<file path="config.mk">
export PLATFORM = sky130hd
export DESIGN_NAME = axi_line_master_flat
export DESIGN_NICKNAME = d
export VERILOG_FILES = /design/src/rtl/axi_line_master_if.sv /design/src/rtl/axi_line_master.sv /design/src/flat_wrapper.sv
export SDC_FILE = /design/constraint.sdc
export NUM_CORES = 1
export LEC_CHECK = 0
export BUFFER_PORTS_ARGS = -buffer_cell sky130_fd_sc_hd__buf_2
export CAP_MARGIN = 30
export CORE_AREA = 2 2 298 300
export DETAILED_ROUTE_END_ITERATION = 16
export DIE_AREA = 0 0 300 302
export PLACE_DENSITY = 0.56
export RECOVER_POWER = 100
export SLEW_MARGIN = 0
export SYNTH_ARGS = -nofsm -noshare
export SYNTH_HDL_FRONTEND = slang
export SYNTH_SLANG_ARGS = --single-unit
</file>
<file path="constraint.sdc">
create_clock -name clk -period 58.9 [get_ports clk]
set_input_delay 2.945 -clock clk [delete_from_list [all_inputs] [get_ports clk]]
set_output_delay 2.945 -clock clk [all_outputs]
set_load 0.01 [all_outputs]
</file>
<file path="src/rtl/axi_line_master_if.sv">
// axi_line_master_if: AXI4 master-side bus bundle between the line master and its slave
interface axi_line_master_if #(
  parameter int DATA_WIDTH = 32,
  parameter int ADDR_WIDTH = 32,
  parameter int ID_WIDTH   = 8
) ();
  localparam int STRB_WIDTH = DATA_WIDTH / 8;
  logic [ID_WIDTH-1:0]   awid, bid, arid, rid;
  logic [ADDR_WIDTH-1:0] awaddr, araddr;
  logic [7:0]            awlen, arlen;
  logic [2:0]            awsize, arsize, awprot, arprot;
  logic [1:0]            awburst, arburst, bresp, rresp;
  logic [3:0]            awcache, arcache;
  logic                  awlock, arlock;
  logic                  awvalid, awready, wvalid, wready, wlast, bvalid, bready;
  logic                  arvalid, arready, rvalid, rready, rlast;
  logic [DATA_WIDTH-1:0] wdata, rdata;
  logic [STRB_WIDTH-1:0] wstrb;
  modport master (
    output awid, awaddr, awlen, awsize, awburst, awlock, awcache, awprot, awvalid,
    output wdata, wstrb, wlast, wvalid, bready,
    output arid, araddr, arlen, arsize, arburst, arlock, arcache, arprot, arvalid, rready,
    input  awready, wready, bid, bresp, bvalid, arready, rid, rdata, rresp, rlast, rvalid
  );
  modport slave (
    input  awid, awaddr, awlen, awsize, awburst, awlock, awcache, awprot, awvalid,
    input  wdata, wstrb, wlast, wvalid, bready,
    input  arid, araddr, arlen, arsize, arburst, arlock, arcache, arprot, arvalid, rready,
    output awready, wready, bid, bresp, bvalid, arready, rid, rdata, rresp, rlast, rvalid
  );
endinterface

</file>
<file path="src/rtl/axi_line_master.sv">
// axi_line_master: single-outstanding AXI4 master moving whole cache lines as fixed INCR bursts
module axi_line_master #(
  parameter int DATA_WIDTH = 32,
  parameter int ADDR_WIDTH = 32,
  parameter int ID_WIDTH   = 8,
  parameter int LINE_WORDS = 8,
  parameter int RD_ID      = 0,
  parameter int WR_ID      = 1,
  localparam int STRB_WIDTH = DATA_WIDTH / 8,
  localparam int LINE_BITS  = LINE_WORDS * DATA_WIDTH
) (
  input  logic                  clk,
  input  logic                  rst,
  input  logic                  req_valid,
  output logic                  req_ready,
  input  logic                  req_write,
  input  logic [ADDR_WIDTH-1:0] req_addr,
  input  logic [LINE_BITS-1:0]  req_wdata,
  output logic                  resp_valid,
  input  logic                  resp_ready,
  output logic [LINE_BITS-1:0]  resp_rdata,
  output logic                  resp_err,
  axi_line_master_if.master     m_axi
);
  localparam int LB = $clog2(LINE_WORDS);
  localparam int CW = LB + 1;
  localparam logic [CW-1:0] LAST = CW'(LINE_WORDS - 1);
  localparam logic [CW-1:0] FULL = CW'(LINE_WORDS);
  localparam logic [ADDR_WIDTH-1:0] MASK = ~ADDR_WIDTH'(LINE_WORDS * STRB_WIDTH - 1);
  typedef enum logic [2:0] {S_IDLE, S_AR, S_R, S_AW, S_W, S_B, S_RESP} state_t;
  state_t                r_state, w_state_n;
  logic [CW-1:0]         r_beat, w_beat_n;
  logic                  r_err, w_err_n;
  logic                  r_arvalid, r_rready, r_awvalid, r_wvalid, r_wlast, r_bready;
  logic                  r_resp_valid, r_resp_err;
  logic [ADDR_WIDTH-1:0] r_addr;
  logic [LINE_BITS-1:0]  r_wbuf, r_rline;
  logic [DATA_WIDTH-1:0] r_wdata;

  assign req_ready       = (r_state == S_IDLE) && !rst;
  assign resp_valid      = r_resp_valid;
  assign resp_err        = r_resp_err;
  assign resp_rdata      = r_rline;
  assign m_axi.awid      = ID_WIDTH'(WR_ID);
  assign m_axi.awaddr    = r_addr;
  assign m_axi.awlen     = 8'(LINE_WORDS - 1);
  assign m_axi.awsize    = 3'($clog2(STRB_WIDTH));
  assign m_axi.awburst   = 2'b01;
  assign m_axi.awlock    = 1'b0;
  assign m_axi.awcache   = 4'b0011;
  assign m_axi.awprot    = 3'b000;
  assign m_axi.awvalid   = r_awvalid;
  assign m_axi.wdata     = r_wdata;
  assign m_axi.wstrb     = '1;
  assign m_axi.wlast     = r_wlast;
  assign m_axi.wvalid    = r_wvalid;
  assign m_axi.bready    = r_bready;
  assign m_axi.arid      = ID_WIDTH'(RD_ID);
  assign m_axi.araddr    = r_addr;
  assign m_axi.arlen     = 8'(LINE_WORDS - 1);
  assign m_axi.arsize    = 3'($clog2(STRB_WIDTH));
  assign m_axi.arburst   = 2'b01;
  assign m_axi.arlock    = 1'b0;
  assign m_axi.arcache   = 4'b0011;
  assign m_axi.arprot    = 3'b000;
  assign m_axi.arvalid   = r_arvalid;
  assign m_axi.rready    = r_rready;

  // next state, beat counter and sticky error; beat saturates at FULL so surplus R beats are dropped
  always_comb begin
    w_state_n = r_state;
    w_beat_n  = r_beat;
    w_err_n   = r_err;
    case (r_state)
      S_IDLE: if (req_valid && req_ready) begin
        w_state_n = req_write ? S_AW : S_AR;
        w_beat_n  = '0;
        w_err_n   = 1'b0;
      end
      S_AR:   if (m_axi.arready) w_state_n = S_R;
      S_R:    if (m_axi.rvalid) begin
        w_beat_n  = (r_beat == FULL) ? r_beat : r_beat + CW'(1);
        w_err_n   = r_err | (m_axi.rresp != 2'b00) | (m_axi.rlast ? (r_beat != LAST) : (r_beat == LAST));
        w_state_n = m_axi.rlast ? S_RESP : S_R;
      end
      S_AW:   if (m_axi.awready) w_state_n = S_W;
      S_W:    if (m_axi.wready) begin
        w_beat_n  = r_beat + CW'(1);
        w_state_n = (r_beat == LAST) ? S_B : S_W;
      end
      S_B:    if (m_axi.bvalid) begin
        w_err_n   = r_err | (m_axi.bresp != 2'b00);
        w_state_n = S_RESP;
      end
      S_RESP: if (resp_ready) w_state_n = S_IDLE;
      default: w_state_n = S_IDLE;
    endcase
  end

  // state register plus handshake outputs registered from the next state
  always_ff @(posedge clk) begin
    if (rst) begin
      r_state      <= S_IDLE;
      r_beat       <= '0;
      r_err        <= 1'b0;
      r_arvalid    <= 1'b0;
      r_rready     <= 1'b0;
      r_awvalid    <= 1'b0;
      r_wvalid     <= 1'b0;
      r_wlast      <= 1'b0;
      r_bready     <= 1'b0;
      r_resp_valid <= 1'b0;
      r_resp_err   <= 1'b0;
    end else begin
      r_state      <= w_state_n;
      r_beat       <= w_beat_n;
      r_err        <= w_err_n;
      r_arvalid    <= w_state_n == S_AR;
      r_rready     <= w_state_n == S_R;
      r_awvalid    <= w_state_n == S_AW;
      r_wvalid     <= w_state_n == S_W;
      r_wlast      <= (w_state_n == S_W) && (w_beat_n == LAST);
      r_bready     <= w_state_n == S_B;
      r_resp_valid <= w_state_n == S_RESP;
      r_resp_err   <= (w_state_n == S_RESP) && w_err_n;
    end
  end

  // line buffers and W payload; unreset because they are only read once qualified by the FSM
  always_ff @(posedge clk) begin
    if (r_state == S_IDLE && req_valid) begin
      r_addr <= req_addr & MASK;
      r_wbuf <= req_wdata;
    end
    if (r_state == S_R && m_axi.rvalid && !r_beat[LB])
      r_rline[r_beat[LB-1:0] * DATA_WIDTH +: DATA_WIDTH] <= m_axi.rdata;
    r_wdata <= r_wbuf[w_beat_n[LB-1:0] * DATA_WIDTH +: DATA_WIDTH];
  end
endmodule

</file>
<file path="src/flat_wrapper.sv">
// flat-port wrapper written by rule: the top's interface ports become plain ports
module axi_line_master_flat 
#(
  parameter int DATA_WIDTH = 32,
  parameter int ADDR_WIDTH = 32,
  parameter int ID_WIDTH   = 8,
  parameter int LINE_WORDS = 8,
  parameter int RD_ID      = 0,
  parameter int WR_ID      = 1,
  localparam int STRB_WIDTH = DATA_WIDTH / 8,
  localparam int LINE_BITS  = LINE_WORDS * DATA_WIDTH
)
  (clk, rst, req_valid, req_ready, req_write, req_addr, req_wdata, resp_valid, resp_ready, resp_rdata, resp_err, m_axi_awid, m_axi_awaddr, m_axi_awlen, m_axi_awsize, m_axi_awburst, m_axi_awlock, m_axi_awcache, m_axi_awprot, m_axi_awvalid, m_axi_wdata, m_axi_wstrb, m_axi_wlast, m_axi_wvalid, m_axi_bready, m_axi_arid, m_axi_araddr, m_axi_arlen, m_axi_arsize, m_axi_arburst, m_axi_arlock, m_axi_arcache, m_axi_arprot, m_axi_arvalid, m_axi_rready, m_axi_awready, m_axi_wready, m_axi_bid, m_axi_bresp, m_axi_bvalid, m_axi_arready, m_axi_rid, m_axi_rdata, m_axi_rresp, m_axi_rlast, m_axi_rvalid);
  axi_line_master_if #(.DATA_WIDTH(DATA_WIDTH), .ADDR_WIDTH(ADDR_WIDTH), .ID_WIDTH(ID_WIDTH)) m_axi_i ();
  input  logic clk;
  input  logic rst;
  input  logic req_valid;
  output logic req_ready;
  input  logic req_write;
  input  logic [ADDR_WIDTH-1:0] req_addr;
  input  logic [LINE_BITS-1:0] req_wdata;
  output logic resp_valid;
  input  logic resp_ready;
  output logic [LINE_BITS-1:0] resp_rdata;
  output logic resp_err;
  output wire logic [$bits(m_axi_i.awid)-1:0] m_axi_awid;
  output wire logic [$bits(m_axi_i.awaddr)-1:0] m_axi_awaddr;
  output wire logic [$bits(m_axi_i.awlen)-1:0] m_axi_awlen;
  output wire logic [$bits(m_axi_i.awsize)-1:0] m_axi_awsize;
  output wire logic [$bits(m_axi_i.awburst)-1:0] m_axi_awburst;
  output wire logic [$bits(m_axi_i.awlock)-1:0] m_axi_awlock;
  output wire logic [$bits(m_axi_i.awcache)-1:0] m_axi_awcache;
  output wire logic [$bits(m_axi_i.awprot)-1:0] m_axi_awprot;
  output wire logic [$bits(m_axi_i.awvalid)-1:0] m_axi_awvalid;
  output wire logic [$bits(m_axi_i.wdata)-1:0] m_axi_wdata;
  output wire logic [$bits(m_axi_i.wstrb)-1:0] m_axi_wstrb;
  output wire logic [$bits(m_axi_i.wlast)-1:0] m_axi_wlast;
  output wire logic [$bits(m_axi_i.wvalid)-1:0] m_axi_wvalid;
  output wire logic [$bits(m_axi_i.bready)-1:0] m_axi_bready;
  output wire logic [$bits(m_axi_i.arid)-1:0] m_axi_arid;
  output wire logic [$bits(m_axi_i.araddr)-1:0] m_axi_araddr;
  output wire logic [$bits(m_axi_i.arlen)-1:0] m_axi_arlen;
  output wire logic [$bits(m_axi_i.arsize)-1:0] m_axi_arsize;
  output wire logic [$bits(m_axi_i.arburst)-1:0] m_axi_arburst;
  output wire logic [$bits(m_axi_i.arlock)-1:0] m_axi_arlock;
  output wire logic [$bits(m_axi_i.arcache)-1:0] m_axi_arcache;
  output wire logic [$bits(m_axi_i.arprot)-1:0] m_axi_arprot;
  output wire logic [$bits(m_axi_i.arvalid)-1:0] m_axi_arvalid;
  output wire logic [$bits(m_axi_i.rready)-1:0] m_axi_rready;
  input wire logic [$bits(m_axi_i.awready)-1:0] m_axi_awready;
  input wire logic [$bits(m_axi_i.wready)-1:0] m_axi_wready;
  input wire logic [$bits(m_axi_i.bid)-1:0] m_axi_bid;
  input wire logic [$bits(m_axi_i.bresp)-1:0] m_axi_bresp;
  input wire logic [$bits(m_axi_i.bvalid)-1:0] m_axi_bvalid;
  input wire logic [$bits(m_axi_i.arready)-1:0] m_axi_arready;
  input wire logic [$bits(m_axi_i.rid)-1:0] m_axi_rid;
  input wire logic [$bits(m_axi_i.rdata)-1:0] m_axi_rdata;
  input wire logic [$bits(m_axi_i.rresp)-1:0] m_axi_rresp;
  input wire logic [$bits(m_axi_i.rlast)-1:0] m_axi_rlast;
  input wire logic [$bits(m_axi_i.rvalid)-1:0] m_axi_rvalid;
  assign m_axi_awid = m_axi_i.awid;
  assign m_axi_awaddr = m_axi_i.awaddr;
  assign m_axi_awlen = m_axi_i.awlen;
  assign m_axi_awsize = m_axi_i.awsize;
  assign m_axi_awburst = m_axi_i.awburst;
  assign m_axi_awlock = m_axi_i.awlock;
  assign m_axi_awcache = m_axi_i.awcache;
  assign m_axi_awprot = m_axi_i.awprot;
  assign m_axi_awvalid = m_axi_i.awvalid;
  assign m_axi_wdata = m_axi_i.wdata;
  assign m_axi_wstrb = m_axi_i.wstrb;
  assign m_axi_wlast = m_axi_i.wlast;
  assign m_axi_wvalid = m_axi_i.wvalid;
  assign m_axi_bready = m_axi_i.bready;
  assign m_axi_arid = m_axi_i.arid;
  assign m_axi_araddr = m_axi_i.araddr;
  assign m_axi_arlen = m_axi_i.arlen;
  assign m_axi_arsize = m_axi_i.arsize;
  assign m_axi_arburst = m_axi_i.arburst;
  assign m_axi_arlock = m_axi_i.arlock;
  assign m_axi_arcache = m_axi_i.arcache;
  assign m_axi_arprot = m_axi_i.arprot;
  assign m_axi_arvalid = m_axi_i.arvalid;
  assign m_axi_rready = m_axi_i.rready;
  assign m_axi_i.awready = m_axi_awready;
  assign m_axi_i.wready = m_axi_wready;
  assign m_axi_i.bid = m_axi_bid;
  assign m_axi_i.bresp = m_axi_bresp;
  assign m_axi_i.bvalid = m_axi_bvalid;
  assign m_axi_i.arready = m_axi_arready;
  assign m_axi_i.rid = m_axi_rid;
  assign m_axi_i.rdata = m_axi_rdata;
  assign m_axi_i.rresp = m_axi_rresp;
  assign m_axi_i.rlast = m_axi_rlast;
  assign m_axi_i.rvalid = m_axi_rvalid;
  axi_line_master #(.DATA_WIDTH(DATA_WIDTH), .ADDR_WIDTH(ADDR_WIDTH), .ID_WIDTH(ID_WIDTH), .LINE_WORDS(LINE_WORDS), .RD_ID(RD_ID), .WR_ID(WR_ID)) u_core (.clk(clk), .rst(rst), .req_valid(req_valid), .req_ready(req_ready), .req_write(req_write), .req_addr(req_addr), .req_wdata(req_wdata), .resp_valid(resp_valid), .resp_ready(resp_ready), .resp_rdata(resp_rdata), .resp_err(resp_err), .m_axi(m_axi_i));
endmodule
</file>
==> key figures <==
Status
  • Status: finished, violations left
  • Failing checks: max-capacitance violations, max-slew violations

Cells and area
  • Layout area overhead: 24.98%
  • Commonest non-fill, non-tap cell in the layout: edfxtp_1
  • Post-route design area: 0.02905 mm^2
  • Count of non-filler cells in the finished layout: 3,408
  • Commonest cells after routing, fill and taps aside: 539 x edfxtp_1, 426 x clkbuf_1, 293 x buf_2
  • Final nets: 2,536
  • Fin util: 33.18%
  • Share of layout cells above drive strength 1: 18.47%

Clock network
  • Post-CTS Setup Bufs: 0
  • Root buf cell: clkbuf_16
  • TritonCTS clock tree: yes
  • Clock Tree Buf Depth: 3
  • Clock sink total: 587
  • Htree depth: 3
  • PostCTS Resize Cnt: 0
  • Clk pin slew, worst setup/hold paths: 60 ps
  • Hold Buf Count CTS: 0
  • CTS Buf Count: 66
  • Clk Latency, worst-skew pair: 610 ps

Synth
  • Post-synth EDFFs: 539
  • Post-synthesis cell area: 0.02324 mm^2
  • Yosys cell types: 54
  • Ys flop type: edfxtp_1
  • Mean Syn Cell Area: 15.15 um^2
  • Synthesized flop and latch total: 587
  • Fraction of registers with async set/reset: 0%
  • Syn Inst Count: 1,534
  • Ys Warns: 0
  • Sequential area share after synthesis: 73.76%

Setup path
  • Crit path max fanout: 143
  • CP arrival: 12,200 ps
  • Crit start category: input port
  • Crit end category: flop
  • Critical Path Source: req_valid
  • R2R Path Start: u_core.r_state[2]
  • Crit path kind: in -> reg
  • CP required: 59,030 ps

Timing
  • Actual slew at the worst max-slew pin: 7932 ps
  • Setup Skew: 20.20 ps
  • Hold Violations, Final: 0
  • Max Freq: 82.91 MHz
  • Unrepaired setup endpoints after global routing: false
  • Minimum clock period: 12,060 ps
  • Setup tns final: 0 ps
  • Final setup fails: 0
  • Final Cycle Share: 20.48%
  • Slew headroom: -428.8%
  • Fin. max-slew vios: 786

Floorplanning
  • Initial Utilization: 26.55%
  • I/O Pins: 774
  • Core ar.: 0.08756 mm^2
  • Die height: 302 um
  • FP Rows: 109
  • Die area: 0.09060 mm^2
  • Die W: 300 um

Placed design
  • Gpl congestion: 0.7845
  • Placed cells: 3,278
  • IO buf count: 680
  • Hpwl dp: 50,510 um
  • Post-DP Area: 0.02756 mm^2

Detailed routing
  • Routed Antenna Nets: 0
  • Drt total wl: 71,990 um
  • Vias post-DR: 15,078
  • DRC violations left: 0
  • Vias per cell: 4.424
  • DRT iter0 DRCs: 860
  • Per-cell routed wire length: 21.12 um
  • Drt first pass iters: 5

GRT
  • Overflow after GRT: 0
  • Number of global-route vias before repair: 15,309
  • Gr usage total: 15.12%
  • Antenna violations before repair: 29
  • First-pass GRT wire length: 101,500 um
  • Largest net degree at the start of global routing: 192

Run
  • Max cap viols: 18

Pwr
  • PwrDens: 33.30 mW/mm^2
  • Peak supply drop: 23.63 uV
  • Leakage: 9.868 nW

Hold path
  • Min-delay src: u_core.r_err
  • Worst Hold Class: reg -> reg
-- metrics by stage --
| stage | hold WS (ps) | total power, mW | worst slack [ps] |
|---|---|---|---|
| 6_report | 507.8 | 0.9674 | 46840 |
| 5_1_grt | 548.3 | 1.005 | 45830 |
| 4_1_cts | 510.0 | 0.9809 | 52220 |
| 3_5_place_dp | 488.8 | 0.5706 | 51940 |
| 3_3_place_gp | 490.9 | 0.5689 | 51970 |
| 2_1_floorplan | 462.7 | 0.5565 | 25990 |
-- logic make-up after synthesis --
kind of cell / share of synthesized area (%)
other: 0.03231
xor gates and xnor gates: 0.03769
buffers and inverters: 5.393
and+or+nand+nor: 12.98
DFF: 73.76
adders and majority gates: 0.1615
muxes: 0.09150
AOI/OAI and AO/OA: 7.541
-- worst paths after layout --
check	end	slack [ps]	cells after the start
max	u_core.r_wbuf[238]	46840	5
min	u_core.r_err	510	2
max reg2reg	u_core.r_wbuf[238]	48800	4
min reg2reg	u_core.r_err	510	2
-- synthesized netlist by cell type, drive strengths merged (2+ instances only) --
| library cell | instances | area share (%) |
|---|---|---|
| ha | 3 | 0.16 |
| dfxtp | 48 | 4.1 |
| edfxtp | 539 | 70 |
| a211oi | 64 | 2.1 |
| nand2b | 5 | 0.13 |
| nor4 | 32 | 0.86 |
| inv | 6 | 0.097 |
| o21bai | 62 | 2.0 |
| a21oi | 6 | 0.13 |
| nor3b | 67 | 2.2 |
| o21ai | 7 | 0.17 |
| nand4bb | 2 | 0.17 |
| a2111oi | 62 | 2.3 |
| nor2 | 78 | 1.3 |
| and3 | 3 | 0.081 |
| nand2 | 24 | 0.39 |
| and2 | 209 | 5.6 |
| a221oi | 2 | 0.075 |
| buf | 133 | 4.1 |
| a21boi | 2 | 0.065 |
| or3 | 65 | 1.7 |
| nor3 | 9 | 0.19 |
| clkbuf | 73 | 1.2 |
| o21a | 3 | 0.097 |
| conb | 2 | 0.032 |
| nor2b | 4 | 0.11 |
| o211ai | 2 | 0.065 |
| a31oi | 5 | 0.16 |
-- per-layer routing --
metal | track usage, % | up-vias | wire [um]
met2 | 26.36 | 702 | 35730
li1 | - | 6901 | -
met5 | 0 | - | 171
met4 | 4.321 | 28 | 1765
met3 | 5.028 | 134 | 6854
met1 | 17.72 | 7313 | 27470
-- area by class of cell --
class	instances	area [um^2]
Sequential cell	587	17150
Fill cell	8809	58500
Inverter	6	22.52
Timing Repair Buffer	716	3104
Clock inverter	34	409.1
Tap cell	1165	1458
Antenna cell	12	30.03
Clock buffer	83	1745
Multi-Input combinational cell	805	5136
-- sequential cells by signal (all words and copies together) (netlist names) --
name / count
u_core.m_axi.bready: 1
u_core.r_err: 1
u_core.m_axi.arvalid: 1
u_core.m_axi.wlast: 1
u_core.r_wbuf: 256
u_core.resp_rdata: 256
u_core.m_axi.wvalid: 1
u_core.m_axi.wdata: 32
u_core.m_axi.rready: 1
u_core.r_state: 3
u_core.r_beat: 4
u_core.m_axi.awvalid: 1
u_core.resp_err: 1
u_core.m_axi.araddr: 27
u_core.resp_valid: 1
-- critical path, cell delays in order --
cell and delay [ps]:
clkbuf_1 140, nor4b_1 240, clkbuf_1 470, clkbuf_1 5490, clkbuf_1 2750
-- power by group --
group          internal, mW  switching (mW)
Clock                 0.232           0.174
Combinational        0.0235          0.0470
Sequential            0.483         0.00692
Power figures use the tool's default switching activity.
